File: config.mk
export PLATFORM = sky130hd
export DESIGN_NAME = fpflags_accum_flat
export DESIGN_NICKNAME = d
export VERILOG_FILES = /design/src/rtl/fpflags_accum_pkg.sv /design/src/rtl/fpflags_accum_if.sv /design/src/rtl/fpflags_queue.sv /design/src/rtl/fpflags_accum.sv /design/src/flat_wrapper.sv
export SDC_FILE = /design/constraint.sdc
export NUM_CORES = 1
export LEC_CHECK = 0
export CAP_MARGIN = 20
export CORE_MARGIN = 3
export CORE_UTILIZATION = 50
export CTS_CLUSTER_SIZE = 16
export DETAILED_ROUTE_END_ITERATION = 10
export PLACE_DENSITY = 0.73
export SLEW_MARGIN = 40
export SYNTH_ARGS = -nofsm -noshare
export SYNTH_HDL_FRONTEND = slang
export SYNTH_HIERARCHICAL = 1
export SYNTH_SLANG_ARGS = --single-unit
File: constraint.sdc
create_clock -name clk -period 3.2 [get_ports clk]
set_clock_uncertainty 0.2 [all_clocks]
set_input_delay 0.32 -clock clk [delete_from_list [all_inputs] [get_ports clk]]
set_output_delay 0.32 -clock clk [all_outputs]
set_load 0.01 [all_outputs]
File: src/rtl/fpflags_accum_pkg.sv
// Shared FPU flag definitions: flag width, bit positions, CSR op codes.
// Imported by the flag queue, the accumulator top and its interface.
package fpflags_accum_pkg;

  localparam int FLGW = 5;

  localparam int NV = 4;
  localparam int DZ = 3;
  localparam int OF = 2;
  localparam int UF = 1;
  localparam int NX = 0;

  typedef logic [FLGW-1:0] flags_t;

  typedef enum logic [1:0] {
    CSR_NONE = 2'b00,
    CSR_WR   = 2'b01,
    CSR_SET  = 2'b10,
    CSR_CLR  = 2'b11
  } csr_op_e;

endpackage

File: src/rtl/fpflags_accum_if.sv
// Issue-side handshake: per-lane flags of a new FP op with valid/ready.
// master drives InValid/InFlg/InLaneEn, slave returns InReady.
interface fpflags_accum_if #(
  parameter int NLANES = 1
);
  import fpflags_accum_pkg::*;

  logic                   InValid;
  logic                   InReady;
  logic [NLANES*FLGW-1:0] InFlg;
  logic [NLANES-1:0]      InLaneEn;

  modport master (
    output InValid,
    output InFlg,
    output InLaneEn,
    input  InReady
  );

  modport slave (
    input  InValid,
    input  InFlg,
    input  InLaneEn,
    output InReady
  );
endinterface

File: src/rtl/fpflags_queue.sv
// In-order DEPTH-entry queue of merged flags for in-flight FP ops.
// Ports: push/wdata tail write, pop/rdata head read, flush, full/empty/count.
module fpflags_queue
  import fpflags_accum_pkg::*;
#(
  parameter  int DEPTH = 4,
  localparam int AW    = $clog2(DEPTH),
  localparam int CW    = $clog2(DEPTH+1)
) (
  input  logic          clk,
  input  logic          reset_n,
  input  logic          push,
  input  logic          pop,
  input  logic          flush,
  input  flags_t        wdata,
  output flags_t        rdata,
  output logic          full,
  output logic          empty,
  output logic [CW-1:0] count
);

  flags_t        mem [DEPTH];
  logic [AW-1:0] head;
  logic [AW-1:0] tail;
  logic [CW-1:0] cnt;
  logic          do_push;
  logic          do_pop;

  assign full    = (cnt == CW'(DEPTH));
  assign empty   = (cnt == '0);
  assign count   = cnt;
  assign rdata   = mem[head];
  // A push in a flush cycle is speculative and dropped.
  assign do_push = push & ~full & ~flush;
  assign do_pop  = pop & ~empty;

  always_ff @(posedge clk or negedge reset_n) begin
    if (!reset_n) begin
      head <= '0;
      tail <= '0;
      cnt  <= '0;
      for (int i = 0; i < DEPTH; i++) mem[i] <= '0;
    end else begin
      if (do_push) mem[tail] <= wdata;
      if (flush) begin
        // Pop (if any) already consumed; everything left is discarded.
        head <= tail;
        cnt  <= '0;
      end else begin
        if (do_push) tail <= tail + AW'(1);
        if (do_pop)  head <= head + AW'(1);
        unique case ({do_push, do_pop})
          2'b10:   cnt <= cnt + CW'(1);
          2'b01:   cnt <= cnt - CW'(1);
          default: cnt <= cnt;
        endcase
      end
    end
  end

endmodule

File: src/rtl/fpflags_accum.sv
// Multi-lane FP exception-flag accumulator feeding fcsr.fflags.
// Ports: issue bus (in_if), commit/flush, CSR op, FFlags/Pending/Empty/FlagsDirty.
module fpflags_accum
  import fpflags_accum_pkg::*;
#(
  parameter  int NLANES = 1,
  parameter  int DEPTH  = 4,
  localparam int CW     = $clog2(DEPTH+1)
) (
  input  logic           clk,
  input  logic           reset_n,
  fpflags_accum_if.slave in_if,
  input  logic           CommitValid,
  input  logic           Flush,
  input  logic [1:0]     CSROp,
  input  logic [4:0]     CSRData,
  output logic [4:0]     FFlags,
  output logic [CW-1:0]  Pending,
  output logic           Empty,
  output logic           FlagsDirty
);

  flags_t merged;
  flags_t head_flg;
  flags_t base;
  flags_t ff_nxt;
  logic   full;
  logic   pop;

  always_comb begin
    merged = '0;
    for (int i = 0; i < NLANES; i++) begin
      if (in_if.InLaneEn[i]) merged = merged | in_if.InFlg[FLGW*i +: FLGW];
    end
  end

  // Ready comes from registered occupancy only, never from CommitValid.
  assign in_if.InReady = ~full;
  assign pop           = CommitValid & ~Empty;

  fpflags_queue #(
    .DEPTH (DEPTH)
  ) u_queue (
    .clk     (clk),
    .reset_n (reset_n),
    .push    (in_if.InValid),
    .pop     (CommitValid),
    .flush   (Flush),
    .wdata   (merged),
    .rdata   (head_flg),
    .full    (full),
    .empty   (Empty),
    .count   (Pending)
  );

  // Commit is older than the CSR op issued in the same cycle.
  always_comb begin
    base = FFlags | (pop ? head_flg : '0);
    unique case (csr_op_e'(CSROp))
      CSR_WR:   ff_nxt = CSRData;
      CSR_SET:  ff_nxt = base | CSRData;
      CSR_CLR:  ff_nxt = base & ~CSRData;
      default:  ff_nxt = base;
    endcase
  end

  always_ff @(posedge clk or negedge reset_n) begin
    if (!reset_n) begin
      FFlags     <= '0;
      FlagsDirty <= 1'b0;
    end else begin
      FFlags     <= ff_nxt;
      FlagsDirty <= (ff_nxt != FFlags);
    end
  end

endmodule

File: src/flat_wrapper.sv
// flat-port wrapper written by rule: the top's interface ports become plain ports
module fpflags_accum_flat import fpflags_accum_pkg::*;
#(
  parameter  int NLANES = 1,
  parameter  int DEPTH  = 4,
  localparam int CW     = $clog2(DEPTH+1)
)
  (clk, reset_n, CommitValid, Flush, CSROp, CSRData, FFlags, Pending, Empty, FlagsDirty, in_if_InValid, in_if_InFlg, in_if_InLaneEn, in_if_InReady);
  fpflags_accum_if #(.NLANES(NLANES)) in_if_i ();
  input  logic clk;
  input  logic reset_n;
  input  logic CommitValid;
  input  logic Flush;
  input  logic [1:0] CSROp;
  input  logic [4:0] CSRData;
  output logic [4:0] FFlags;
  output logic [CW-1:0] Pending;
  output logic Empty;
  output logic FlagsDirty;
  input wire logic [$bits(in_if_i.InValid)-1:0] in_if_InValid;
  input wire logic [$bits(in_if_i.InFlg)-1:0] in_if_InFlg;
  input wire logic [$bits(in_if_i.InLaneEn)-1:0] in_if_InLaneEn;
  output wire logic [$bits(in_if_i.InReady)-1:0] in_if_InReady;
  assign in_if_i.InValid = in_if_InValid;
  assign in_if_i.InFlg = in_if_InFlg;
  assign in_if_i.InLaneEn = in_if_InLaneEn;
  assign in_if_InReady = in_if_i.InReady;
  fpflags_accum #(.NLANES(NLANES), .DEPTH(DEPTH)) u_core (.clk(clk), .reset_n(reset_n), .in_if(in_if_i), .CommitValid(CommitValid), .Flush(Flush), .CSROp(CSROp), .CSRData(CSRData), .FFlags(FFlags), .Pending(Pending), .Empty(Empty), .FlagsDirty(FlagsDirty));
endmodule
==> results.toml, run 1 <==
[cts]
postCtsSetupBuffers = 0
clk_transition_reported_paths_ns = 0.07
h-tree-depth = 2
clk_latency_ns = 0.27
cts_resized = 0
clockBufferDepth = 2
cts_buffers = 5
cts_sinks = 33
cts_tree = "done"
cts-root-buf = "clkbuf_8"
hold_buffers = 0

[logic_synthesis]
synth_compound_area_share_pct = 13.6
syn_nets = 220
synth_top_family_by_area = "simple AND/OR/NAND/NOR gates"
async_flop_share_pct = 100
synth.mux.area_fraction_pct = 19.3
synthXorXnorAreaFrac_pct = 1.95
synth-edff-count = 0
synth_seq_cells = 33
avgSynthCellArea_sq_um = 11.4
synth.distinct_cells = 50
yosys_warnings = 6
syn_area_sq_um = 2250
yosysSeqAreaShare_pct = 36.7
synth_fa_ha_area_share_pct = 3.11
synth_flop_cell = "dfrtp_1"
netlist_instances = 197
synthSimpleGateAreaFrac_pct = 20.5

[layout]
final_core_util_pct = 62.9
fillCellCount = 308
finish.net_count = 248
final_cells = 274
num_antenna_cells = 0
syn2layout_area_growth_pct = 16.7
final_area_sq_um = 2630
drive_gt1_share_pct = 20.1

[setup_path]
crit_buf_inv = 0
reg2reg_to = "u_core/u_queue/count[2]$_DFFE_PN0P_"
cpLargestDelayFamily = "compound AO/OA/AOI/OAI gates"
critPathMaxFanout = 12
crit_chain = "o31ai_1 -> a21oi_1 -> fa_1 -> or4_1 -> a31oi_1"
path_class = "reg -> reg"
r2r-start = "u_core/u_queue/count[2]$_DFFE_PN0P_"
reg2regPathDepth = 5
crit_slowest_cell = "or4_1"
required_ns = 3.19
crit_start = "u_core/u_queue/count[2]$_DFFE_PN0P_"
r2r_setup_slack_ns = 0.70
cp-start-kind = "flop"
setup.worst_path.end_class = "flop"
max_stage_delay_ns = 0.52
arrival_ns = 2.49

[grt]
grt_pass1_vias = 1679
grt_max_degree = 34
grt.total_usage_pct = 19.1
antenna_found_initial = 0
gr-total-overflow = 0
grt_first_pass_wirelength_microns = 8040

[route]
wire_per_inst_microns = 17.4
drc_errors = 0
num_vias = 1643
ant_nets = 0
wirelength_microns = 4760
viasPerCell = 6.00
drtIter0Drc = 186
dr.pass1.iters = 4

[sta]
hold_viol = 0
maxSlewHeadroom_pct = 52.8
rsz0062_at_grt = "false"
final-setup-viol-count = 0
slew_viol_final = 0
fin_crit_sh_pct = 78.2
hold_slack_ns = 0.250
worst_slew_pin_slew_ns = 0.706
post-route-min-period_ns = 2.50
max_freq_mhz = 399
setup_tns_ns = 0

[placed_design]
globalplace.congestion = 0.878
place_inst = 268
placed_area_sq_um = 2550
port_buffers = 28
dpl.hpwl_microns = 3450

[power_and_ir_drop]
power_density_nw_per_um2 = 666
leakage_nw = 1.15
vdd_ir_drop_max_v = 0.000325

[run_status]
outcome = "completed"

[floorplanning]
start_util_pct = 53.9
dieArea_sq_um = 5340
die_y_microns = 73.1
core_sq_um = 4170
rows = 23
die_x_microns = 73.1
io_pins = 29

[job]
cap_violations = 0

[hold_path]
hp-class = "in -> async"
-- per-layer routing --
metal | GRT usage, % | wire, microns | vias to the layer above
li1 | - | - | 779
met1 | 25.3 | 2110 | 798
met2 | 31.3 | 2310 | 56
met3 | 4.27 | 260 | 10
met4 | 5.74 | 81 | 0
met5 | 0 | 0 | -
-- worst max-delay path by stage --
| stage | to | cells after the start |
|---|---|---|
| after detailed placement | u_core/u_queue/count[2]$_DFFE_PN0P_ | 6 |
| after global placement | u_core/u_queue/count[2]$_DFFE_PN0P_ | 6 |
| final | u_core/u_queue/count[2]$_DFFE_PN0P_ | 5 |
| after global routing | u_core/u_queue/count[2]$_DFFE_PN0P_ | 5 |
| after floorplan | u_core/u_queue/count[2]$_DFFE_PN0P_ | 6 |
| after CTS | u_core/u_queue/count[2]$_DFFE_PN0P_ | 6 |
-- state kept, by name, indices dropped and copies added (netlist names) --
signal / flops
u_core/FlagsDirty: 1
u_core/FFlags: 5
u_core/u_queue/mem: 20
u_core/u_queue/tail: 2
u_core/u_queue/head: 2
u_core/u_queue/count: 3
-- cell usage in the layout (no fill, tap or decap), drive strengths merged, types with 2 or more instances in the layout --
cell type / count
mux4: 5
and2: 5
nand3b: 7
nand2b: 11
a31oi: 2
a22oi: 2
inv: 6
xor2: 2
xnor2: 3
nor2: 4
dfrtp: 33
ha: 4
a21oi: 12
or4bb: 6
nor3: 2
mux2: 21
buf: 6
a21o: 5
nand2: 5
o21ai: 12
a211oi: 2
nand3: 6
or2b: 3
clkdlybuf4s50: 28
a2111oi: 2
clkbuf: 5
nor2b: 5
o21bai: 2
-- layout make-up --
class | instances | area (sq um) | area share, %
Sequential cell | 33 | 826 | 31.5
Inverter | 6 | 22.5 | 0.858
Tap cell | 50 | 62.6 | 2.38
Multi-Input combinational cell | 145 | 1320 | 50.1
Timing Repair Buffer | 34 | 325 | 12.4
Clock inverter | 1 | 5.00 | 0.191
Clock buffer | 5 | 68.8 | 2.62
-- worst register-to-register path: stages, from the launching register on --
cell and delay, ns:
dfrtp_1 0.50, o31ai_1 0.46, a21oi_1 0.12, fa_1 0.44, or4_1 0.53, a31oi_1 0.18
-- cells by family (layout without fill, tap and decap cells) --
logic type	after synthesis	in the layout
flip-flops	33	33
adder cells (fa/ha/maj)	5	5
XOR/XNOR	5	5
AO/OA/AOI/OAI	47	47
multiplexers	27	27
buffers and inverters	19	46
AND/OR/NAND/NOR	61	61
-- stage by stage --
stage	setup slack, ns	total power, mW
6_report	0.696	1.75
5_1_grt	0.590	1.86
4_1_cts	0.732	1.75
3_5_place_dp	0.474	1.46
3_3_place_gp	0.612	1.42
2_1_floorplan	0.869	1.25
-- Yosys cell counts (all sizes together), types with 2 or more instances --
library cell | count | area [sq um]
ha | 4 | 50.1
xor2 | 2 | 17.5
o21ai | 12 | 60.1
nand2b | 11 | 68.8
xnor2 | 3 | 26.3
inv | 6 | 22.5
nand3 | 6 | 80.1
or4bb | 6 | 67.6
nand3b | 7 | 52.6
o21bai | 2 | 15.0
nor2 | 4 | 15.0
nand2 | 5 | 18.8
nor3 | 2 | 10.0
nor2b | 5 | 38.8
dfrtp | 33 | 826
a22oi | 2 | 15.0
or2b | 3 | 22.5
a2111oi | 2 | 23.8
a21oi | 12 | 60.1
clkbuf | 2 | 7.51
and2 | 5 | 31.3
mux2 | 21 | 312
mux4 | 5 | 113
a31oi | 2 | 12.5
a21o | 5 | 37.5
buf | 11 | 78.8
a211oi | 2 | 15.0
-- power by group --
group	total, mW	leakage, nW	internal, mW	switching [mW]
Clock	0.280	0.0399	0.143	0.138
Sequential	0.730	0.416	0.578	0.152
Combinational	0.738	0.696	0.452	0.286
Total	1.75	1.15	1.17	0.575
(Power assumes the default switching activity.)
==> run 2: changes to the inputs <==
--- a/config.mk
+++ b/config.mk
@@ -10,7 +10,7 @@
 export CORE_UTILIZATION = 50
 export CTS_CLUSTER_SIZE = 16
 export DETAILED_ROUTE_END_ITERATION = 10
-export PLACE_DENSITY = 0.73
+export PLACE_DENSITY = 0.76
 export SLEW_MARGIN = 40
 export SYNTH_ARGS = -nofsm -noshare
 export SYNTH_HDL_FRONTEND = slang
==> constraint.sdc (replaced) <==
create_clock -name clk -period 2.27 [get_ports clk]
set_clock_uncertainty 0.2 [all_clocks]
set_input_delay 0.227 -clock clk [delete_from_list [all_inputs] [get_ports clk]]
set_output_delay 0.227 -clock clk [all_outputs]
set_load 0.01 [all_outputs]
==> results.toml, run 2 (same netlist as run 1, synthesis figures left out) <==
[floorplanning]
start_util_pct = 53.9
io_pins = 29
rows = 23
die_y_microns = 73.1
dieArea_sq_um = 5340
die_x_microns = 73.1
core_sq_um = 4170

[route]
num_vias = 1692
wirelength_microns = 4870
ant_nets = 0
drc_errors = 0
viasPerCell = 5.90
dr.pass1.iters = 4
wire_per_inst_microns = 17.0
drtIter0Drc = 169

[sta]
worst_slack_ns = 0.0798
max_freq_mhz = 457
fin_crit_sh_pct = 96.5
maxSlewHeadroom_pct = 66.4
post-route-min-period_ns = 2.19
final-setup-viol-count = 0
slew_viol_final = 0
worst_slew_pin_slew_ns = 0.498
hold_slack_ns = 0.157
hold_viol = 0

[placed_design]
port_buffers = 28
globalplace.congestion = 0.822
dp_slack_ns = -0.0505
dpl.hpwl_microns = 3560

[power_and_ir_drop]
power_density_nw_per_um2 = 959
vdd_ir_drop_max_v = 0.000629
leakage_nw = 1.23
power_mw = 2.67

[grt]
grt_max_degree = 34
grt_first_pass_wirelength_microns = 7950
grt_pass1_vias = 1659
grt.total_usage_pct = 19.4
antenna_found_initial = 0
gr-total-overflow = 0

[setup_path]
worst-path-stages = 5
max_stage_delay_ns = 0.51
path_class = "reg -> reg"
required_ns = 2.28
cpLargestDelayFamily = "compound AO/OA/AOI/OAI gates"
crit_slowest_cell = "or4_1"
crit_buf_inv = 0
reg2regPathDepth = 5
critPathMaxFanout = 4
cp-start-kind = "flop"
r2r_setup_slack_ns = 0.08
crit_chain = "o31ai_4 -> a21oi_1 -> fa_1 -> or4_1 -> a31oi_1"
arrival_ns = 2.20
setup.worst_path.end_class = "flop"

[cts]
clk_latency_ns = 0.29
clk_transition_reported_paths_ns = 0.07
clockBufferDepth = 2
cts_sinks = 33
h-tree-depth = 2
cts_tree = "done"
cts_buffers = 5
cts-root-buf = "clkbuf_8"

[job]
cap_violations = 0

[layout]
layout.area.seq_sq_um = 828
largest_register_ffs = 20
multiInputGateArea_sq_um = 1350
syn2layout_area_growth_pct = 23.5
final_cell_mix = "dfrtp_1, clkdlybuf4s50_1, mux2_4"
final_common_cell = "dfrtp_1"
num_antenna_cells = 0
final_core_util_pct = 66.6
largest_register = "u_core/u_queue/mem"
fillCellCount = 329
drive_gt1_share_pct = 26.6
finish.net_count = 260

[hold_path]
hp-class = "in -> async"

[run_status]
outcome = "completed"
run 2: changes by cell type in the layout (fill, tap and decap cells not counted), sizes merged:
cell | before | now
dlygate4sd2 | 0 | 1
bufinv | 0 | 1
clkdlybuf4s50 | 28 | 26
dlymetal6s2s | 0 | 1
buf | 6 | 18
run 2: routing by layer:
metal | vias to the layer above | global-route usage (%) | share of wire, %
li1 | 803 | - | -
met1 | 844 | 26.8 | 46
met2 | 40 | 30.3 | 49
met3 | 5 | 5.51 | 4.0
met4 | 0 | 4.51 | 0.94
met5 | - | 0 | 0
run 2: worst paths after layout:
path,from,endpoint
hold reg to reg,u_core/u_queue/mem[17]$_DFFE_PN0P_,u_core/u_queue/mem[17]$_DFFE_PN0P_
setup / recovery,u_core/u_queue/count[1]$_DFFE_PN0P_,u_core/u_queue/count[2]$_DFFE_PN0P_
min in group clk,u_core/u_queue/mem[17]$_DFFE_PN0P_,u_core/u_queue/mem[17]$_DFFE_PN0P_
hold / removal,reset_n,u_core/FFlags[2]$_DFF_PN0_
setup reg to reg,u_core/u_queue/count[1]$_DFFE_PN0P_,u_core/u_queue/count[2]$_DFFE_PN0P_
max in group asynchronous,reset_n,u_core/u_queue/head[0]$_DFFE_PN0P_
run 2: final cells by class:
cell class                      count  area share (%)
Tap cell                           50            2.25
Timing Repair Buffer               46            15.0
Sequential cell                    33            29.8
Multi-Input combinational cell    145            48.4
Clock buffer                        5            2.48
Inverter                            6           0.810
Clock inverter                      2            1.26
run 2: power breakdown:
group	switching (mW)	internal, mW	total (mW)
Sequential	0.220	0.818	1.04
Combinational	0.403	0.681	1.08
Clock	0.225	0.319	0.544
Total	0.848	1.82	2.67
run 2: through the flow:
step | instance area, sq um | instances | TNS, ns
2_1_floorplan | 2260 | 197 | 0
3_3_place_gp | 2650 | 280 | 0
3_5_place_dp | 2650 | 280 | -0.0505
4_1_cts | 2760 | 287 | 0
5_1_grt | 2780 | 287 | -0.0103
6_report | 2780 | 287 | 0
run 2: what timing repair did:
| action | in CTS | in global routing |
|---|---|---|
| setup buffers | 0 | 0 |
| gates resized for setup | 5 | 5 |
| hold buffers | 0 | 0 |
| pin swaps | 0 | 1 |
| endpoints found under the setup margin | 3 | 3 |
